==> src/rtl/pipelined_cla_adder.sv <==
// Pipelined carry-lookahead adder: one BLOCK-bit lookahead block per stage, skewed operands, deskewed sum, valid tag.
// Optional feature macro: ADDER_SUB_MODE_EN (adds the sub port for A - B).
module pipelined_cla_adder #(
    parameter int unsigned WIDTH = 16,
    parameter int unsigned BLOCK = 4
) (
    input  logic             clk,
    input  logic             rst,
    input  logic             in_valid,
    input  logic [WIDTH-1:0] in1,
    input  logic [WIDTH-1:0] in2,
    input  logic             cin,
`ifdef ADDER_SUB_MODE_EN
    input  logic             sub,
`endif
    output logic             out_valid,
    output logic [WIDTH-1:0] out,
    output logic             cout,
    output logic             ovf
);
    localparam int unsigned BLK    = (BLOCK < 1) ? 1 : BLOCK;
    localparam int unsigned STAGES = (WIDTH / BLK < 1) ? 1 : WIDTH / BLK;

    if (BLOCK < 1) begin : g_bad_block
        $error("pipelined_cla_adder: BLOCK must be at least 1");
    end
    if ((WIDTH == 0) || (WIDTH % BLK != 0)) begin : g_bad_width
        $error("pipelined_cla_adder: WIDTH must be a non-zero multiple of BLOCK");
    end

    // c[i+1] as a flat sum of products over g/p terms, so no carry ripples inside a block
    function automatic logic [BLK:0] cla_carries(input logic [BLK-1:0] g,
                                                 input logic [BLK-1:0] p,
                                                 input logic           c0);
        logic [BLK:0] c;
        logic         term;
        c    = '0;
        c[0] = c0;
        for (int unsigned i = 0; i < BLK; i++) begin
            term = c0;
            for (int unsigned m = 0; m <= i; m++) term = term & p[m];
            c[i+1] = term;
            for (int unsigned j = 0; j <= i; j++) begin
                term = g[j];
                for (int unsigned m = j + 1; m <= i; m++) term = term & p[m];
                c[i+1] = c[i+1] | term;
            end
        end
        return c;
    endfunction

    // level 0 is the input register; level k+1 is written by stage k
    logic [WIDTH-1:0] a_q [0:STAGES-1];
    logic [WIDTH-1:0] b_q [0:STAGES-1];
    logic             c_q [0:STAGES];
    logic             v_q [0:STAGES];
    logic [WIDTH-1:0] s_q [1:STAGES];
    logic             ovf_q;

    logic [WIDTH-1:0] b_in;
    logic             c_in;

`ifdef ADDER_SUB_MODE_EN
    // subtraction enters as A + ~B + 1 and then travels the ordinary add pipeline
    always_comb begin
        b_in = sub ? ~in2 : in2;
        c_in = cin | sub;
    end
`else
    always_comb begin
        b_in = in2;
        c_in = cin;
    end
`endif

    always_ff @(posedge clk or negedge rst) begin
        if (!rst) begin
            v_q[0] <= 1'b0;
            a_q[0] <= '0;
            b_q[0] <= '0;
            c_q[0] <= 1'b0;
        end else begin
            v_q[0] <= in_valid;
            a_q[0] <= in1;
            b_q[0] <= b_in;
            c_q[0] <= c_in;
        end
    end

    for (genvar k = 0; k < STAGES; k++) begin : g_stage
        logic [BLK-1:0]   blk_a;
        logic [BLK-1:0]   blk_b;
        logic [BLK-1:0]   blk_s;
        logic [BLK:0]     cc;
        logic [WIDTH-1:0] s_prev;
        logic [WIDTH-1:0] s_next;

        if (k == 0) begin : g_first
            always_comb s_prev = '0;
        end else begin : g_rest
            always_comb s_prev = s_q[k];
        end

        // operands shift down one block per stage; finished sum blocks enter at the top and shift down
        always_comb begin
            blk_a  = a_q[k][BLK-1:0];
            blk_b  = b_q[k][BLK-1:0];
            cc     = cla_carries(blk_a & blk_b, blk_a ^ blk_b, c_q[k]);
            blk_s  = (blk_a ^ blk_b) ^ cc[BLK-1:0];
            s_next = (s_prev >> BLK) | (WIDTH'(blk_s) << (WIDTH - BLK));
        end

        if (k < STAGES - 1) begin : g_mid
            always_ff @(posedge clk or negedge rst) begin
                if (!rst) begin
                    a_q[k+1] <= '0;
                    b_q[k+1] <= '0;
                    c_q[k+1] <= 1'b0;
                    v_q[k+1] <= 1'b0;
                    s_q[k+1] <= '0;
                end else begin
                    a_q[k+1] <= a_q[k] >> BLK;
                    b_q[k+1] <= b_q[k] >> BLK;
                    c_q[k+1] <= cc[BLK];
                    v_q[k+1] <= v_q[k];
                    s_q[k+1] <= s_next;
                end
            end
        end else begin : g_last
            // result registers load only for valid entries, so outputs hold across bubbles
            always_ff @(posedge clk or negedge rst) begin
                if (!rst) begin
                    v_q[k+1] <= 1'b0;
                    s_q[k+1] <= '0;
                    c_q[k+1] <= 1'b0;
                    ovf_q    <= 1'b0;
                end else begin
                    v_q[k+1] <= v_q[k];
                    if (v_q[k]) begin
                        s_q[k+1] <= s_next;
                        c_q[k+1] <= cc[BLK];
                        ovf_q    <= cc[BLK] ^ cc[BLK-1];
                    end
                end
            end
        end
    end

    always_comb begin
        out_valid = v_q[STAGES];
        out       = s_q[STAGES];
        cout      = c_q[STAGES];
        ovf       = ovf_q;
    end

endmodule
==> config.mk <==
export PLATFORM = sky130hd
export DESIGN_NAME = pipelined_cla_adder
export DESIGN_NICKNAME = d
export VERILOG_FILES = /design/src/rtl/pipelined_cla_adder.sv
export SDC_FILE = /design/constraint.sdc
export NUM_CORES = 1
export LEC_CHECK = 0
export CAP_MARGIN = 10
export CORE_UTILIZATION = 55
export CTS_CLUSTER_SIZE = 14
export DETAILED_ROUTE_END_ITERATION = 12
export DONT_BUFFER_PORTS = 1
export PLACE_DENSITY = 0.8
export SETUP_SLACK_MARGIN = 0.15
export SYNTH_ARGS = -nofsm -noshare
export SYNTH_HDL_FRONTEND = slang
export SYNTH_SLANG_ARGS = --single-unit
==> constraint.sdc <==
create_clock -name clk -period 1.8 [get_ports clk]
set_input_delay 0.09 -clock clk [delete_from_list [all_inputs] [get_ports clk]]
set_output_delay 0.09 -clock clk [all_outputs]
set_load 0.02 [all_outputs]
# Yosys cells after proc, flatten, opt, wreduce, memory -nomap -nowiden
# Index checks and enable logic that the tools add are counted.
[classes]
n_div = 0
n_reduce_logical = 0
shift = 0
bitwise = 96
n_mul = 0
muxes = 0
add_sub_neg = 0
n_lt_le_gt_ge = 0
n_eq_ne = 0
[op_table]
columns = ["operator", "count"]
rows = [
  ["$or 12x16->16", 3],
  ["$and 1x1->1", 40],
  ["$or 1x1->1", 40],
  ["$xor 4x4->4", 8],
  ["$and 4x4->4", 4],
  ["$xor 1x1->1", 1],
]
[totals]
elab_cells = 119
latchBits = 0
n_memories = 0
ram_bits = 0
register_bits = 143
romBits = 0

# Logic depth before layout (Yosys ltp)
[logic_depth]
ltp_word = 10
depth_mapped = 5
mapped_depth_nobuf = 5

# Worst setup path after synthesis
# No wires, ideal clock.
[synth_path]
path_type = "reg2reg"
startpoint = "register a_q[0] in the netlist's numbering"
endpoint = "register c_q, in the netlist cout"
stages_incl_launch_ff = 6
required_time_ns = 1.676
setup_ns = 0.124
t_arrival_ns = 1.385
slack_ns = 0.291
cell_sequence = "dfrtp_1 ha_1 ha_1 o211ai_1 a21boi_1 o31a_1"
[synth_between]
elab_chain_cells = 9
word_cells_on_any_way = 13
[synth_lines]
columns = ["element", "line", "source"]
rows = [
  ["start: declaration", "53", "logic [WIDTH-1:0] a_q [0:STAGES-1];"],
  ["start signal: indexed assignment", "122", "a_q[k+1] <= a_q[k] >> BLK;"],
  ["$xor 4x4->4", "108", "cc = cla_carries(blk_a & blk_b, blk_a ^ blk_b, c_q[k]);"],
  ["$and 1x1->1 (4 in series)", "41", "for (int unsigned m = 0; m <= i; m++) term = term & p[m];"],
  ["$or 1x1->1 (*) (4 in series)", "46", "c[i+1] = c[i+1] | term;"],
  ["end signal: indexed assignment", "141", "c_q[k+1] <= cc[BLK];"],
  ["end: declaration", "55", "logic c_q [0:STAGES];"],
]
# Every way passes the cells marked *; elsewhere a longest branch is shown, timed or not.
# A chain may end at the register's enable or synchronous reset.

# Worst setup path in the final report
# Ends and elaborated chain as after synthesis.

==> metrics.yaml <==
outcome:
  status: "finished, violations left"
  violations: "negative hold slack"
floorplan:
  io_pins: 55
  die_area_sq_um: 7800
  rows: 31
  die_y_um: 88.3
  fp.coreArea_sq_um: 7210
  initial_core_util_pct: 56.8
  dieWidth_um: 88.3
synthesis:
  synth_top_family_by_area: "adder cells"
  synth-xor-area-share_pct: 2.14
  synth.cell_area_sq_um: 4100
  synth_cells: 221
  synthAdderAreaFrac_pct: 8.06
  synthDistinctLibCells: 24
  syn_nets: 281
  ys_ff_latch: 131
  seq_area_frac_synth_pct: 80.0
  muxShareOfSynthArea_pct: 3.57
  yosysWarnings: 0
  synth_compound_area_share_pct: 3.70
  postSynthAreaPerCell_sq_um: 18.5
  yosys.area_share.simple_pct: 1.86
cts:
  cts_hold_buf: 34
  clockBufferDepth: 2
  cts_tree: "done"
  root_buffer: "clkbuf_8"
  htreeDepth: 4
  clkSinkCount: 131
  insertion_delay_ns: 0.50
  numCtsBuffers: 17
  clk_pin_slew_worst_paths_ns: 0.06
power_and_ir_drop:
  p_clk_share_pct: 46.8
  pwr-share-comb_pct: 4.7
  p_seq_share_pct: 48.5
  powerDensity_nw_per_um2: 1400
  p_int_mw: 5.63
  switching_share_pct: 22.4
  switching_power_mw: 1.63
  p_total_mw: 7.25
  vdd_drop_max_v: 0.00107
  leakage_nw: 2.37
setup_path:
  cp_max_fo: 3
  end_kind: "register"
  r2r_slack_ns: 0.18
  reg2regPathDepth: 5
  critical_path_required_ns: 2.19
  reg2reg_to: "cout$_DFFE_PN0P_"
  worstSetupStartpointType: "register"
  r2r-start: "a_q[0]$_DFF_PN0_"
  worstPathArrival_ns: 2.01
  critical_path_class: "register to register"
cells_and_area:
  fillerInstances: 459
  antenna_cells: 0
  final_cell_mix: "131 x dfrtp_1, 34 x dlygate4sd3_1, 20 x ha_1, 16 x clkbuf_16, 13 x mux2_2"
  synthToLayoutAreaGrowth_pct: 26.3
  multiInputGateArea_sq_um: 792
  seqCellArea_sq_um: 3280
  drive_gt1_share_pct: 17.6
  final_common_cell: "dfrtp_1"
  num-nets-final: 336
  layoutNonFillerInstCount: 388
sta:
  whs_ns: -0.725
  skew_ns: 0.0101
  fmax_mhz: 618
  final_max_slew_viol_count: 0
  worst_pin_slew_ns: 0.439
  setup_viol: 0
  period_needed_ns: 1.62
  finalSetupTns_ns: 0
  finalCritPeriodShare_pct: 89.9
  hold_violations: 131
  maxSlewHeadroom_pct: 70.7
  rsz0062_at_grt: "false"
routing:
  ant_nets: 0
  wl_per_cell_um: 14.1
  drc_errors: 0
  vias: 1803
  first_pass_iters: 4
  drt_iter0_drc: 60
  avgViaCountPerCell: 4.65
  totalWireLength_mm: 5.49
flow_run:
  cap_violations: 0
global_route:
  antenna_found_initial: 0
  grt_pass1_wl_mm: 8.65
  grt_max_degree: 132
  grt_pass1_vias: 1883
  grt_overflow: 0
  grt_usage_pct: 16.1
placed_design:
  port_buffers: 0
  gp_congestion: 0.802
  dp_hpwl_mm: 3.11
  post-place-cells: 320
worst_hold_path:
  min_path_type: "input pin to async pin"
==> critical path, cell delays in order, from the launching register on <==
cell,delay (ns)
dfrtp_1,0.38
ha_1,0.30
ha_1,0.21
o211ai_1,0.24
a21boi_1,0.12
o31a_1,0.25
==> worst max-delay path by stage <==
stage,cells after the start,startpoint,slack [ns],end
after floorplan,5,a_q[0]$_DFF_PN0_,0.29,cout$_DFFE_PN0P_
after global placement,5,a_q[0]$_DFF_PN0_,0.27,cout$_DFFE_PN0P_
after detailed placement,5,a_q[0]$_DFF_PN0_,0.20,cout$_DFFE_PN0P_
after CTS,5,a_q[0]$_DFF_PN0_,0.19,cout$_DFFE_PN0P_
after global routing,5,b_q[0]$_DFF_PN0_,0.14,cout$_DFFE_PN0P_
final,5,a_q[0]$_DFF_PN0_,0.18,cout$_DFFE_PN0P_
==> cell usage after synthesis <==
| cell type | n | area, sq um |
|---|---|---|
| o21a_1 | 2 | 15.0 |
| buf_6 | 2 | 22.5 |
| xor2_1 | 6 | 52.6 |
| fa_1 | 4 | 80.1 |
| a21boi_1 | 1 | 7.51 |
| a21o_1 | 3 | 22.5 |
| nor3_1 | 2 | 10.0 |
| o21ai_0 | 4 | 20.0 |
| or2_2 | 1 | 6.26 |
| a21oi_1 | 6 | 30.0 |
| a31oi_1 | 1 | 6.26 |
| o31a_1 | 1 | 8.76 |
| xnor2_1 | 4 | 35.0 |
| o211ai_1 | 1 | 7.51 |
| mux2_2 | 13 | 146 |
| nand2_1 | 2 | 7.51 |
| a21o_2 | 1 | 8.76 |
| ha_1 | 20 | 250 |
| inv_1 | 1 | 3.75 |
| o211a_1 | 1 | 10.0 |
| dfrtp_1 | 131 | 3280 |
| nor2b_1 | 3 | 18.8 |
| o31ai_1 | 2 | 15.0 |
| nor2_1 | 9 | 33.8 |
==> sequential cells by signal, indices dropped and copies added, names as in the netlist <==
register,count
cout,1
b_q,40
g_stage.s_prev,24
out,16
v_q,4
ovf,1
out_valid,1
c_q,4
a_q,40
==> layer usage <==
layer | vias up | wire, um | track usage (%)
met5 | - | 0 | 0
met4 | 0 | 74 | 9.68
met3 | 7 | 262 | 7.56
met2 | 45 | 2800 | 24.5
met1 | 903 | 2350 | 18.7
li1 | 848 | - | -
==> power groups by stage <==
stage | sequential (mW) | combinational, mW | clock, mW
after CTS | 3.52 | 0.340 | 3.48
after global routing | 3.55 | 0.384 | 3.61
after detailed placement | 3.57 | 0.279 | 0
after floorplan | 3.51 | 0.236 | 0
after global placement | 3.56 | 0.260 | 0
final | 3.52 | 0.342 | 3.40
==> metrics by stage <==
stage	area [sq um]	hold slack [ns]	setup WS [ns]	utilization, %
after floorplan	4100	-0.206	0.291	-
after global placement	4210	-0.203	0.265	58.4
after detailed placement	4210	-0.204	0.199	58.4
after CTS	5160	-0.758	0.193	71.5
after global routing	5170	-0.755	0.135	71.7
final	5170	-0.725	0.183	71.7
==> cell type report <==
type                    instances  share of cell area (%)
repair buffers                 38                    7.16
clock inverters                14                    3.41
inverters                       1                  0.0726
multi-input cells              87                    15.3
flip-flops and latches        131                    63.4
well taps                      99                    2.39
clock buffers                  18                    8.27
==> cell families (layout without fill, tap and decap cells) <==
logic type	after synthesis	count (layout)
adders and majority gates	24	24
buffers and inverters	3	71
xor gates and xnor gates	10	10
AOI/OAI and AO/OA	23	23
muxes	13	13
and+or+nand+nor	17	17
DFF	131	131
==> timing repair <==
action | CTS | global route
setup endpoints to repair | 0 | 7
gates resized for setup | 0 | 2
hold endpoints to repair | 165 | 131
buffers inserted | 0 | 2
Power figures use the tool's default switching activity.
